===== src/rtl/compmag_seq.sv =====
// Sequential unsigned magnitude comparator: one shared 4-bit nibble
// compare per cycle, MSB nibble first, valid/ready on both sides.
module compmag_seq #(
  parameter int WIDTH      = 16,
  parameter int EARLY_EXIT = 1
) (
  input  logic             clk,
  input  logic             rst_n,
  input  logic             in_valid,
  output logic             in_ready,
  input  logic [WIDTH-1:0] a,
  input  logic [WIDTH-1:0] b,
  output logic             out_valid,
  input  logic             out_ready,
  output logic             aeqb,
  output logic             agtb,
  output logic             altb
);

  localparam int NIB = WIDTH / 4;
  localparam int IW  = (NIB > 1) ? $clog2(NIB) : 1;

  typedef enum logic [1:0] {
    IDLE = 2'd0,
    CMP  = 2'd1,
    DONE = 2'd2
  } state_t;

  state_t           r_state;
  state_t           w_state_n;
  logic [WIDTH-1:0] r_a;
  logic [WIDTH-1:0] r_b;
  logic [IW-1:0]    r_idx;
  logic             r_dec;
  logic             r_eq;
  logic             r_gt;
  logic             r_lt;

  logic [WIDTH-1:0] w_sha;
  logic [WIDTH-1:0] w_shb;
  logic [3:0]       w_na;
  logic [3:0]       w_nb;
  logic             w_neq;
  logic             w_last;
  logic             w_acc;

  assign w_sha  = r_a >> {r_idx, 2'b00};
  assign w_shb  = r_b >> {r_idx, 2'b00};
  assign w_na   = w_sha[3:0];
  assign w_nb   = w_shb[3:0];
  assign w_neq  = (w_na != w_nb);
  assign w_last = (r_idx == '0);
  assign w_acc  = in_valid && (r_state == IDLE);

  assign in_ready  = (r_state == IDLE);
  assign out_valid = (r_state == DONE);
  assign aeqb      = r_eq;
  assign agtb      = r_gt;
  assign altb      = r_lt;

  always_comb begin
    w_state_n = r_state;
    unique case (r_state)
      IDLE: if (in_valid) w_state_n = CMP;
      CMP: begin
        if ((EARLY_EXIT != 0) && w_neq) w_state_n = DONE;
        else if (w_last) w_state_n = DONE;
      end
      DONE: if (out_ready) w_state_n = IDLE;
      default: w_state_n = IDLE;
    endcase
  end

  always_ff @(posedge clk or negedge rst_n) begin
    if (!rst_n) r_state <= IDLE;
    else        r_state <= w_state_n;
  end

  // r_dec holds the first unequal-nibble decision so later nibbles
  // cannot overwrite it in the constant-latency mode.
  always_ff @(posedge clk or negedge rst_n) begin
    if (!rst_n) begin
      r_a   <= '0;
      r_b   <= '0;
      r_idx <= '0;
      r_dec <= 1'b0;
      r_eq  <= 1'b0;
      r_gt  <= 1'b0;
      r_lt  <= 1'b0;
    end else if (w_acc) begin
      r_a   <= a;
      r_b   <= b;
      r_idx <= IW'(NIB - 1);
      r_dec <= 1'b0;
    end else if (r_state == CMP) begin
      if (!r_dec && w_neq) begin
        r_dec <= 1'b1;
        r_eq  <= 1'b0;
        r_gt  <= (w_na > w_nb);
        r_lt  <= (w_na < w_nb);
      end else if (!r_dec && w_last) begin
        r_eq  <= 1'b1;
        r_gt  <= 1'b0;
        r_lt  <= 1'b0;
      end
      if (!w_last) r_idx <= r_idx - 1'b1;
    end
  end

endmodule


===== config.mk =====
export PLATFORM = sky130hd
export DESIGN_NAME = compmag_seq
export DESIGN_NICKNAME = d
export VERILOG_FILES = /design/src/rtl/compmag_seq.sv
export SDC_FILE = /design/constraint.sdc
export NUM_CORES = 1
export LEC_CHECK = 0
export BUFFER_PORTS_ARGS = -buffer_cell sky130_fd_sc_hd__buf_4
export CORE_MARGIN = 1
export CORE_UTILIZATION = 54
export DETAILED_ROUTE_END_ITERATION = 6
export PLACE_DENSITY = 0.79
export SKIP_CTS_REPAIR_TIMING = 1
export SYNTH_ARGS = -nofsm -noshare
export SYNTH_HDL_FRONTEND = slang
export SYNTH_SLANG_ARGS = --single-unit

===== constraint.sdc =====
create_clock -name clk -period 2.6 [get_ports clk]
set_clock_uncertainty 0.15 [all_clocks]
set_input_delay 0.13 -clock clk [delete_from_list [all_inputs] [get_ports clk]]
set_output_delay 0.13 -clock clk [all_outputs]
set_load 0.02 [all_outputs]

==> impl_metrics.toml <==
[sta]
finalHoldViolCount = 0
fin_ws_ns = 0.272
rsz0062_at_grt = "no"
tns_ns = 0
relSlewSlack_pct = 61.2
finalSetupViolCount = 0
tightestPinTransition_ns = 0.582
min_period_ns = 2.33
slew_viol_final = 0
max_freq_mhz = 430
period_share_pct = 89.5

[global_routing]
gr-usage-all-layers_pct = 20.5
antenna_found_initial = 0
grt_max_degree = 41
gr-total-overflow = 0
grt_pass1_wl_mm = 6.04
grt_pass1_vias = 1221

[detailed_routing]
viasPerCell = 5.23
drt-initial-drc-count = 71
antenna_left = 0
totalWireLength_mm = 3.93
drt-wirelength-per-cell_um = 15.5
num_vias = 1329
first_pass_iters = 4
drc = 0

[finish]
fillers = 187
n_antenna_cell = 0
final_cell_mix = "buf_4 (42), dfrtp_1 (40), dlygate4sd3_1 (34)"
drive_gt1_share_pct = 45.2
layout.nets = 249
final_cell_area_um2 = 2730
regArea_um2 = 1000
multi_input_area_um2 = 890
area_growth_pct = 36.2
final_common_cell = "buf_4"

[setup_path]
endpoint_kind = "flop"
regToRegEndpoint = "altb$_DFFE_PN0P_"
crit_fanout = 7
required_ns = 2.66
arrival_ns = 2.39
critPathLaunchType = "flop"
r2r_slack_ns = 0.27
worstSetupPathType = "flop to flop"
r2r-start = "r_idx[0]$_DFFE_PN0P_"
reg2reg_depth = 7

[floorplanning]
ios = 41
core_area_um2 = 3440
fp-row-count = 21
die_w_um = 62.9
initial_core_util_pct = 58.2
dieArea_um2 = 3960
die_h_um = 62.9

[clocking]
path_clk_slew_ns = 0.07
cts_max_path_buffers = 2
cts-root-buf = "clkbuf_8"
cts_buffers = 5
cts_tree = "yes"
cts_max_level = 2
clk_latency_ns = 0.29
cts.sinks = 40

[outcome]
status = "complete, no violations"

[yosys]
syn_inst = 132
synth_compound_area_share_pct = 4.43
synth_seq_area_share_pct = 49.9
synth_top_family_by_area = "multiplexers"
yosys-top-cells-area = "dfrtp_1 (50%), mux2_4 (21%), mux4_2 (9.0%)"
synthMuxAreaShare_pct = 32.8
avgSynthCellArea_um2 = 15.2
syn_nets = 173
synthAdderAreaFrac_pct = 3.12
ys_ff_latch = 40
synth_xor_area_share_pct = 0
synth_area_um2 = 2000
synth_simple_gate_area_share_pct = 4.06
yosysTopAreaCell = "dfrtp_1"
ys_warn_count = 0
netlist.area_leader.share_pct = 49.9
ys_types = 24

[place]
port_buffers = 40
post-place-ws_ns = 0.291
place_area_um2 = 2290
hpwl_mm = 2.52
place_congestion = 0.760

[pwr]
power.share.combinational_pct = 48.0
peakVddDrop_v = 0.000499
p_leak_nw = 1.30
p_int_mw = 2.08
power_frac_clock_pct = 14.0
sw_frac_of_total_pct = 32.9
p_sw_mw = 1.02
power_frac_seq_pct = 38.0
power.density_nw_per_um2 = 1140

[worst_hold_path]
hold_path.class = "input port to flop"
hp-start = "in_valid"
whs_path_depth = 5
worstHoldEndpoint = "r_idx[0]$_DFFE_PN0P_"

[job]
maxCapViolCount = 0
==> cell type report <==
| type | count | area share (%) |
|---|---|---|
| multi-input combinational | 77 | 32.6 |
| sequential | 40 | 36.7 |
| inverter | 8 | 1.10 |
| tap | 46 | 2.11 |
| clock buffer | 7 | 3.53 |
| timing repair buffer | 76 | 24.0 |
==> layer usage <==
metal	vias up	share of wire, %	GRT usage, %	routed length, um
met4	0	1.8	11.3	70
met5	-	0	0	0
met3	7	4.6	5.11	179
li1	625	-	-	-
met1	657	44	27.3	1720
met2	40	50	30.8	1960
==> power by group through the flow <==
stage	Clock, mW	Sequential [mW]	Combinational [mW]
global placement	0	1.17	1.39
detailed placement	0	1.18	1.45
floorplan	0	1.08	1.26
global route	0.475	1.22	1.61
finish	0.435	1.18	1.49
CTS	0.447	1.17	1.46
==> through the flow <==
stage / cells / utilization (%) / hold slack (ns) / power [mW]
2_1_floorplan: 132 / - / -0.316 / 2.34
3_3_place_gp: 213 / 66.6 / -0.0339 / 2.55
3_5_place_dp: 213 / 66.6 / -0.0217 / 2.63
4_1_cts: 220 / 69.4 / -0.335 / 3.08
5_1_grt: 254 / 79.3 / 0.154 / 3.30
6_report: 254 / 79.3 / 0.137 / 3.10
==> synthesized netlist by cell type, drive strengths merged <==
cell and count:
a31o 1, o21ai 5, a22o 1, mux2 33, dfrtp 40, ha 5
nand4 1, inv 8, and2 1, a31oi 1, a32o 1, nand2 3
buf 7, nor2 9, or3 1, mux4 8, nor3b 1, a21oi 6
==> worst max-delay path by stage <==
stage                                    start                to
after floorplan           r_idx[0]$_DFFE_PN0P_  agtb$_DFFE_PN0P_
final                     r_idx[0]$_DFFE_PN0P_  altb$_DFFE_PN0P_
after global routing      r_idx[0]$_DFFE_PN0P_  altb$_DFFE_PN0P_
after global placement    r_idx[0]$_DFFE_PN0P_  agtb$_DFFE_PN0P_
after CTS                 r_idx[0]$_DFFE_PN0P_  altb$_DFFE_PN0P_
after detailed placement  r_idx[0]$_DFFE_PN0P_  altb$_DFFE_PN0P_
==> worst max-delay path, cell delays in order (launching register included) <==
cell and delay [ns]:
dfrtp_1 0.35, buf_4 0.15, mux4_2 0.53, ha_1 0.34, nand4_1 0.25, o21ai_0 0.31, nand2_1 0.08, o21ai_0 0.08
==> registers in the layout (all words and copies together), names as in the netlist <==
register,cells
r_a,16
r_b,16
r_idx,2
r_state,2
aeqb,1
agtb,1
altb,1
r_dec,1
==> cells by family (layout without fill, tap and decap cells) <==
family          after synthesis  in the layout
simple gates                 16             16
fa+ha+maj                     5              5
flops                        40             40
compound gates               15             15
buf+inv                      15             91
mux                          41             41
(Power assumes the default switching activity.)
